--- src/rtl/tdc_pkg.sv ---
// Shared widths, channel indices and FSM states for the TDC pulse-pair generator.
// Also holds the coincidence word encoding used by the TDC decoder.
package tdc_pkg;

  localparam int CH_W  = 2;
  localparam int INT_W = 7;
  localparam int T_W   = 8;

  localparam int CH_P1 = 0;
  localparam int CH_P2 = 1;

  localparam logic [CH_W-1:0] START_COINC = 2'b00;
  localparam logic [CH_W-1:0] END_COINC   = 2'b11;

  typedef enum logic [1:0] {
    IDLE,
    FIRE,
    GAP
  } state_t;

endpackage

--- src/rtl/tdc_pulse_chan.sv ---
// Per-channel edge shaper: decides whether one output is high at clock t
// of a FIRE window, given start/end membership and the interval.
module tdc_pulse_chan
  import tdc_pkg::*;
#(
  parameter int W = 2
) (
  input  logic [T_W-1:0]   t,
  input  logic [INT_W-1:0] i,
  input  logic             s,
  input  logic             e,
  output logic             out
);

  logic [T_W-1:0] i_ext;
  logic [T_W-1:0] i_end;
  logic           start_on;
  logic           end_on;
  logic           split;

  assign i_ext = T_W'(i);
  assign i_end = i_ext + T_W'(W);

  assign start_on = s && (t < T_W'(W));
  // drop the start pulse one clock early so the end edge is a real rise
  assign split    = e && (i != '0) && (t == i_ext - 8'd1);
  assign end_on   = e && (t >= i_ext) && (t < i_end);

  assign out = (start_on && !split) || end_on;

endmodule

--- src/rtl/tdc_pulse_pair_gen.sv ---
// Pulse-pair generator: one command in, start/end pulses out, then a holdoff.
// Define TDC_PULSE_GEN_COUNT_EN to add the saturating pair_count output.
module tdc_pulse_pair_gen
  import tdc_pkg::*;
#(
  parameter int PULSE_WIDTH = 2,
  parameter int HOLDOFF     = 4
) (
  input  logic        clk,
  input  logic        rst,
  input  logic        cmd_valid,
  output logic        cmd_ready,
  input  logic [1:0]  cmd_start,
  input  logic [1:0]  cmd_end,
  input  logic [6:0]  cmd_interval,
  output logic        pulse1,
  output logic        pulse2,
  output logic        busy,
  output logic        done,
  output logic        err_clamp
`ifdef TDC_PULSE_GEN_COUNT_EN
  ,
  output logic [15:0] pair_count
`endif
);

  state_t            state, state_nxt;
  logic [T_W-1:0]    t, t_nxt;
  logic [CH_W-1:0]   s_q, s_nxt;
  logic [CH_W-1:0]   e_q, e_nxt;
  logic [INT_W-1:0]  i_q, i_nxt;
  logic [T_W-1:0]    last;
  logic              clamp;
  logic              done_nxt;
  logic              clamp_nxt;
  logic [CH_W-1:0]   ch_out;

  assign cmd_ready = (state == IDLE);
  assign busy      = (state != IDLE);

  assign clamp = (|(cmd_start & cmd_end)) && (cmd_interval == 7'd1);

  always_comb begin
    last = T_W'(PULSE_WIDTH - 1);
    if (s_q == '0 && e_q == '0)
      last = '0;
    else if (e_q != '0)
      last = T_W'(i_q) + T_W'(PULSE_WIDTH - 1);
  end

  always_comb begin
    state_nxt = state;
    t_nxt     = t;
    s_nxt     = s_q;
    e_nxt     = e_q;
    i_nxt     = i_q;
    done_nxt  = 1'b0;
    clamp_nxt = 1'b0;
    unique case (state)
      IDLE: begin
        if (cmd_valid) begin
          s_nxt     = cmd_start;
          e_nxt     = cmd_end;
          i_nxt     = clamp ? 7'd2 : cmd_interval;
          clamp_nxt = clamp;
          t_nxt     = '0;
          state_nxt = FIRE;
        end
      end
      FIRE: begin
        if (t == last) begin
          t_nxt     = '0;
          done_nxt  = 1'b1;
          state_nxt = GAP;
        end else begin
          t_nxt = t + 8'd1;
        end
      end
      GAP: begin
        if (t == T_W'(HOLDOFF - 1))
          state_nxt = IDLE;
        else
          t_nxt = t + 8'd1;
      end
      default: state_nxt = IDLE;
    endcase
  end

  // channels see next-cycle values so the outputs can be registered
  tdc_pulse_chan #(.W(PULSE_WIDTH)) u_ch1 (
    .t   (t_nxt),
    .i   (i_nxt),
    .s   (s_nxt[CH_P1]),
    .e   (e_nxt[CH_P1]),
    .out (ch_out[CH_P1])
  );

  tdc_pulse_chan #(.W(PULSE_WIDTH)) u_ch2 (
    .t   (t_nxt),
    .i   (i_nxt),
    .s   (s_nxt[CH_P2]),
    .e   (e_nxt[CH_P2]),
    .out (ch_out[CH_P2])
  );

  always_ff @(posedge clk) begin
    if (rst) begin
      state     <= IDLE;
      t         <= '0;
      s_q       <= '0;
      e_q       <= '0;
      i_q       <= '0;
      pulse1    <= 1'b0;
      pulse2    <= 1'b0;
      done      <= 1'b0;
      err_clamp <= 1'b0;
    end else begin
      state     <= state_nxt;
      t         <= t_nxt;
      s_q       <= s_nxt;
      e_q       <= e_nxt;
      i_q       <= i_nxt;
      pulse1    <= (state_nxt == FIRE) && ch_out[CH_P1];
      pulse2    <= (state_nxt == FIRE) && ch_out[CH_P2];
      done      <= done_nxt;
      err_clamp <= clamp_nxt;
    end
  end

`ifdef TDC_PULSE_GEN_COUNT_EN
  always_ff @(posedge clk) begin
    if (rst)
      pair_count <= '0;
    else if (done && pair_count != 16'hFFFF)
      pair_count <= pair_count + 16'd1;
  end
`endif

endmodule

--- config.mk ---
export PLATFORM = sky130hd
export DESIGN_NAME = tdc_pulse_pair_gen
export DESIGN_NICKNAME = d
export VERILOG_FILES = /design/src/rtl/tdc_pkg.sv /design/src/rtl/tdc_pulse_chan.sv /design/src/rtl/tdc_pulse_pair_gen.sv
export SDC_FILE = /design/constraint.sdc
export NUM_CORES = 1
export LEC_CHECK = 0
export CAP_MARGIN = 20
export CORE_MARGIN = 5
export CORE_UTILIZATION = 50
export CTS_BUF_LIST = sky130_fd_sc_hd__clkbuf_8
export DETAILED_ROUTE_END_ITERATION = 16
export PLACE_DENSITY = 0.81
export SYNTH_ARGS = -nofsm -noshare
export SYNTH_HDL_FRONTEND = slang
export SYNTH_SLANG_ARGS = --single-unit
--- constraint.sdc ---
create_clock -name clk -period 4.9 [get_ports clk]
set_input_delay 0.49 -clock clk [delete_from_list [all_inputs] [get_ports clk]]
set_output_delay 0.49 -clock clk [all_outputs]
set_load 0.05 [all_outputs]
==> summary.txt <==
Die
  – Die area: 0.00673 sq mm
  – Die Span X: between 80 and 90 um
  – Number of top-level design ports: 20
  – Effective utilization at floorplan: 51.1%
  – Core ar.: 0.00507 sq mm
  – Height of the chip: 82.0 um
  – Site Rows: 26

Detailed routing
  – Number of nets still failing antenna checks after routing: 0
  – Wire per inst: 17.0 um
  – First drt pass iteration count: 5
  – Number of vias in the routed layout: 2612
  – DRC viols: 0
  – Detail-routed via count per cell: 6.28
  – Routed WL: slightly above 7 mm
  – DR iter-0 viols: 256

Synth
  – Post-synthesis instance total: between 300 and 400
  – Async set or reset register ratio after synthesis: 0%
  – Total of warnings raised by yosys: 0
  – Dominant combinational cell family by area after synthesis: simple AND/OR/NAND/NOR gates
  – Post-synthesis share of cell area spent on full adders, half adders and majority gates: 9.65%
  – Biggest area consumer among synthesized cells: sky130_fd_sc_hd__dfxtp_1
  – Portion of netlist area occupied by mux cells: 5.45%
  – Simple logic cell fraction of the synthesized area: between 20% and 30%
  – Commonest register cell after synthesis: sky130_fd_sc_hd__dfxtp_1
  – Nets in the synthesized netlist: 362
  – Cell Area, Synth: roughly 0.0026 sq mm
  – Distinct cell type count of the synthesized netlist: between 60 and 70
  – Number of flip-flops and latches in the synthesized netlist: 25
  – Number of enable flip-flop cells after synthesis: 0
  – Leading post-synthesis cells by cell area: sky130_fd_sc_hd__dfxtp_1 (19%), sky130_fd_sc_hd__ha_1 (9.6%), sky130_fd_sc_hd__nor2_1 (5.6%), sky130_fd_sc_hd__mux2i_1 (5.0%), sky130_fd_sc_hd__xnor2_1 (4.1%)
  – Portion of synthesized cell area occupied by the leading cell type: about a fifth
  – Portion of the post-synthesis area used by sequential elements: 19.3%
  – Xor/xnor share of the synthesized area: about 7.3%
  – Compound-gate portion of the synthesized area: 23.6%
  – Synthesized area per cell: 7.91 sq um

Final layout
  – Layout overhead on the synthesized area: 12.4%
  – Final net count: approximately 380
  – Antenna fix cells: 0
  – Proportion of layout cells with a drive suffix above 1: 10.1%

GRT
  – Wire length of the first global-routing pass: 11.8 mm
  – Gr ovfl total: 0
  – Initial antenna violation count: 0
  – All-layer global routing usage: 22.3%
  – Vias in the first global route: 2426
  – Pin count of the biggest net entering global routing: 24

Worst setup path
  – Max stage delay cell, worst path: sky130_fd_sc_hd__dfxtp_1
  – R2R Path Start: i_q[0]
  – Startpoint type of the worst setup path: register
  – Delay of the slowest critical-path stage: 0.45 ns
  – Number of cell instances on the worst register-to-register path: 19
  – Critical path cell sequence: ha_1 > xor2_1 > xnor2_1 > a32oi_1 > nor4_1 > nand3_1 > a221oi_1 > a21o_1 > ha_1 > nor2b_1 > o21bai_1 > a21o_1 > a21o_1 > a21oi_1 > o21ai_0 > o31ai_4 > o2111ai_1 > a2111oi_4 > a31oi_1
  – Crit-path most repeated cell: sky130_fd_sc_hd__a21o_1
  – Endpoint arrival time on the critical path: 4.60 ns
  – Maximum net fanout on the critical path: 6
  – Startpoint-to-endpoint class of the critical path: reg2reg
  – Worst reg2reg path endpoint: pulse1
  – WP data required: roughly 5 ns
  – Worst setup EP type: register
  – Register-to-register path setup slack: 0.47 ns

Clocking
  – CTS tree: done
  – Clock latency at the later pin of the worst-skew pair: 0.28 ns
  – Count of instances resized after the clock tree is built: 0
  – TritonCTS Buffers: 3
  – Master cell of the clock root buffer: sky130_fd_sc_hd__clkbuf_8
  – Hold_buf cts: 0
  – Worst-case clock buffer depth: 2
  – Clock-pin transition on the worst setup and hold timing paths: 0.10 ns
  – Clock net sink count: 25
  – Postcts setup bufs: 0
  – Deepest level of the CTS H-tree: 1

Timing
  – Worst slack on hold paths: 0.574 ns
  – Max frequency: 226 MHz
  – Final hold viol count: 0
  – Number of pins with negative max-slew slack in the final report: 0
  – Setup repair after global routing missed its margin: false
  – Slew at the pin with the worst max-slew slack: slightly above 0.8 ns
  – Period minus WS final: 4.43 ns
  – Sum of negative setup slack: 0 ns
  – Relative max-transition margin: 44.8%
  – Post-route setup slack: 0.470 ns
  – Endpoints failing setup: 0
  – Largest clock skew in the final design: 0.00621 ns
  – Final period utilization: about nine tenths

Job
  – Number of maximum-capacitance violations: 0

Power and ir drop
  – Power density of the placed cells: 296 mW/mm^2
  – LEAKAGE: roughly 0.0012 uW
  – Max rail drop VDD: 0.142 mV

Place
  – Post-DP HPWL: ~5.6 mm
  – Final RePlAce weighted congestion: 0.990
  – Placement-stage worst setup slack: 0.191 ns
  – Port Buffer Count: 19

Run status
  – Status: complete, no violations

Worst hold path
  – Class of the most critical hold timing path: reg2reg
  – Worst-case hold path end point: s_q[1]
  – Hold Path Origin: s_q[1]
  – Cell depth of the worst hold path: 2
-- critical path: cells and delay by family (launching register included) --
family / cells / cell delay, ns
AOI/OAI and AO/OA: 12 / 2.21
xor gates and xnor gates: 2 / 0.41
adders and majority gates: 2 / 0.51
DFF: 1 / 0.45
and+or+nand+nor: 3 / 0.73
-- worst max-delay path by stage --
| stage | startpoint | end | slack (ns) | cells after the start |
|---|---|---|---|---|
| 6_report | i_q[0] | pulse1 | 0.47 | 19 |
| 5_1_grt | i_q[0] | pulse1 | 0.02 | 19 |
| 4_1_cts | i_q[0] | pulse2 | 0.47 | 19 |
| 3_5_place_dp | cmd_interval[4] | pulse2 | 0.19 | 16 |
| 3_3_place_gp | cmd_interval[4] | pulse1 | 0.31 | 16 |
| 2_1_floorplan | state[0] | pulse1 | 0.82 | 17 |
-- registers in the layout, indices dropped and copies added (netlist names) --
signal     cells
pulse2         1
pulse1         1
done           1
t              8
s_q            2
err_clamp      1
i_q            7
e_q            2
state          2
-- per-layer routing --
layer	global-route usage (%)	wire length, um
met4	9.30	197
met5	0	0
met3	1.75	521
met2	37.6	3440
met1	29.1	2920
-- report_power, final --
| group | internal, uW | switching, uW |
|---|---|---|
| Clock | 59.9 | 77.4 |
| Sequential | 221 | 31.0 |
| Combinational | 191 | 283 |
-- placed cells by master (no fill, tap or decap), types with 10 or more instances in the layout --
cell type,instances
sky130_fd_sc_hd__a21oi_1,12
sky130_fd_sc_hd__buf_4,11
sky130_fd_sc_hd__clkdlybuf4s50_1,19
sky130_fd_sc_hd__dfxtp_1,25
sky130_fd_sc_hd__ha_1,20
sky130_fd_sc_hd__inv_1,15
sky130_fd_sc_hd__mux2i_1,13
sky130_fd_sc_hd__nand2_1,18
sky130_fd_sc_hd__nand3_1,13
sky130_fd_sc_hd__nor2_1,39
sky130_fd_sc_hd__nor2b_1,10
sky130_fd_sc_hd__o21ai_0,17
sky130_fd_sc_hd__xnor2_1,12
-- cells in the mapped netlist (3+ instances only) --
| master | n |
|---|---|
| sky130_fd_sc_hd__nor2_1 | 39 |
| sky130_fd_sc_hd__dfxtp_1 | 25 |
| sky130_fd_sc_hd__ha_1 | 20 |
| sky130_fd_sc_hd__nand2_1 | 18 |
| sky130_fd_sc_hd__o21ai_0 | 17 |
| sky130_fd_sc_hd__inv_1 | 15 |
| sky130_fd_sc_hd__mux2i_1 | 13 |
| sky130_fd_sc_hd__nand3_1 | 13 |
| sky130_fd_sc_hd__a21oi_1 | 12 |
| sky130_fd_sc_hd__xnor2_1 | 12 |
| sky130_fd_sc_hd__nor2b_1 | 10 |
| sky130_fd_sc_hd__a31oi_1 | 7 |
| sky130_fd_sc_hd__clkbuf_1 | 7 |
| sky130_fd_sc_hd__nor3_1 | 7 |
| sky130_fd_sc_hd__or3_1 | 7 |
| sky130_fd_sc_hd__xor2_1 | 7 |
| sky130_fd_sc_hd__nand2b_1 | 6 |
| sky130_fd_sc_hd__nand4_1 | 6 |
| sky130_fd_sc_hd__a21o_1 | 5 |
| sky130_fd_sc_hd__and3_1 | 5 |
| sky130_fd_sc_hd__buf_2 | 5 |
| sky130_fd_sc_hd__nor4_1 | 4 |
| sky130_fd_sc_hd__o21ai_1 | 4 |
| sky130_fd_sc_hd__a211oi_1 | 3 |
| sky130_fd_sc_hd__o21a_1 | 3 |
-- cells by family after synthesis --
family	count (synthesis)
AOI/OAI and AO/OA	80
xor gates and xnor gates	20
adders and majority gates	20
buffers and inverters	31
DFF	25
muxes	14
and+or+nand+nor	138
-- layout make-up --
class                           count  area (sq um)
Fill cell                         476          2160
Tap cell                           70          87.6
Clock buffer                        3          41.3
Multi-Input combinational cell    272          1950
Sequential cell                    25           500
Inverter                           15          56.3
Timing Repair Buffer               30           273
Clock inverter                      1          8.76
-- through the flow --
step	area, sq um	power (uW)	instances	util [%]
global placement	2870	714	412	56.5
global route	2920	920	416	57.4
finish	2920	863	416	57.4
detailed placement	2870	722	412	56.5
CTS	2920	858	416	57.4
floorplan	2590	609	328	-
Power figures use the tool's default switching activity.
==> patch: new RTL, same flow settings <==
Add a define of `TDC_PULSE_GEN_COUNT_EN`.
--- a/src/rtl/tdc_pulse_pair_gen.sv
+++ b/src/rtl/tdc_pulse_pair_gen.sv
@@ -2,2 +2,4 @@
 // Define TDC_PULSE_GEN_COUNT_EN to add the saturating pair_count output.
+`define TDC_PULSE_GEN_COUNT_EN
+
 module tdc_pulse_pair_gen
Formal check against the unedited RTL (old outputs only; new: pair_count): equivalent (equiv_simple and equiv_induct, registers matched by name and starting in step).
==> patch against the unedited design <==
- area after synthesis up 25%
- global-route usage shrank 1.5 points
- worst setup slack worse by 70 ps
- total power is 34% higher
- sequential cell count increased by 16
- wire length grew 23%
- hold slack worse by 29 ps
- final area is 29% higher
- critical path depth is 1 higher
- critical path type unchanged
- critical endpoint unchanged
==> patch: results <==
metrics = {
    "worst_setup_path": {
        "worstPathArrival_ps": 4740,
        "crit_end": "pulse1",
        "crit_slowest_cell": "o31ai_4",
        "ff2ff_setup_slack_ps": 400,
        "cpPeakStageDelay_ps": 560,
        "crit_fanout": 10,
        "r2r_cells": 20,
    },
    "yosys": {
        "syn-num-nets": 439,
        "avgSynthCellArea_um2": 8.03,
        "synth_mux_area_share_pct": 4.90,
        "synthTopCellsByArea": "dfxtp_1 25%, ha_1 8.1%, nor2_1 5.4%, nand2_1 5.1%, xor2_1 4.9%",
        "synth_commonest_cells": "47 x nor2_1, 44 x nand2_1, 41 x dfxtp_1, 21 x ha_1, 18 x xor2_1",
        "ys_seq_area_share_pct": 25.3,
        "async_flop_share_pct": 0,
        "synth_adder_area_share_pct": 8.10,
        "synth_compound_area_share_pct": 18.5,
        "synth_xor_xnor_area_share_pct": 10.6,
    },
    "cells_and_area": {
        "fillCellCount": 562,
        "multi_input_gates": 331,
        "final_cells": 513,
        "sh_seq_area_pct": 21.8,
        "buf_share_pct": 10.5,
        "clk_share_pct": 3.18,
        "diodes": 0,
        "design.seq.count": 41,
        "top_regs": "pair_count (16), t (8), i_q (7)",
        "multi_input_area_share_pct": 60.5,
        "n_all_buffers": 41,
        "clock_buffers": 6,
        "nNetsFinal": 470,
        "drive_gt1_share_pct": 7.34,
        "area_delta_synth_final_pct": 16.3,
    },
    "place": {
        "port_buffers": 35,
        "gp_congestion": 0.920,
        "hpwl_um": 6680,
        "pre_cts_ws_ps": 283,
        "dpl-instance-area_um2": 3650,
    },
    "clock_tree": {
        "cts_buffers": 5,
        "clk_pin_slew_ps": 80,
        "htreeDepth": 2,
        "clkLatencyLatePin_ps": 300,
    },
    "power": {
        "internal_power_uw": 711,
        "power.density_nw_per_um2": 305,
        "vdd_drop_max_mv": 0.256,
        "p_seq_uw": 386,
        "leakage_nw": 1.50,
        "powerComb_uw": 474,
    },
    "global_route": {
        "grt_max_degree": 41,
        "grt_usage_pct": 20.8,
        "grt_pass1_vias": 2889,
        "grt_pass1_wl_um": 14300,
    },
    "die": {
        "fp-row-count": 29,
    },
    "hold_path": {
        "min_from": "pair_count[4]",
    },
    "outcome": {
        "outcome": "complete, no violations",
    },
    "drt": {
        "wirelength_um": 8730,
        "drtIter0Drc": 295,
        "viasPerCell": 6.06,
    },
    "timing": {
        "timing.fmax_mhz": 222,
        "worst_pin_slew_ps": 630,
        "finalClockSkew_ps": 5.80,
    },
}
patch: cell count changes after synthesis, sizes merged, moves of 4 or more:
cell and delta:
nand2 +26, dfxtp +16, xor2 +12, nor2 +7, and2 +6, nand4 -6
nor3 +6, o21a +6, and3 +5, o21ai -5, a21o -4, clkbuf +4
patch: repair_timing:
action | CTS | global route
gates resized for setup | 0 | 1
buffers inserted | 0 | 0
setup endpoints to repair | 0 | 1
patch: worst min path at each step:
stage,to,slack (ps),depth (start not counted)
floorplan,s_q[0],500,2
detailed placement,pair_count[4],520,2
global route,pair_count[4],580,2
finish,pair_count[4],550,2
CTS,pair_count[4],540,2
global placement,pair_count[4],490,2
patch: layer usage:
metal  track usage [%]  routed length [um]  part of all wire (%)  vias to the layer above
li1                  -                   -                     -                     1504
met1              27.5                3900                    45                     1486
met2              34.4                4170                    48                       99
met3              3.33                 504                   5.8                       19
met4              6.70                 161                   1.8                        0
met5                 0                   0                     0                        -
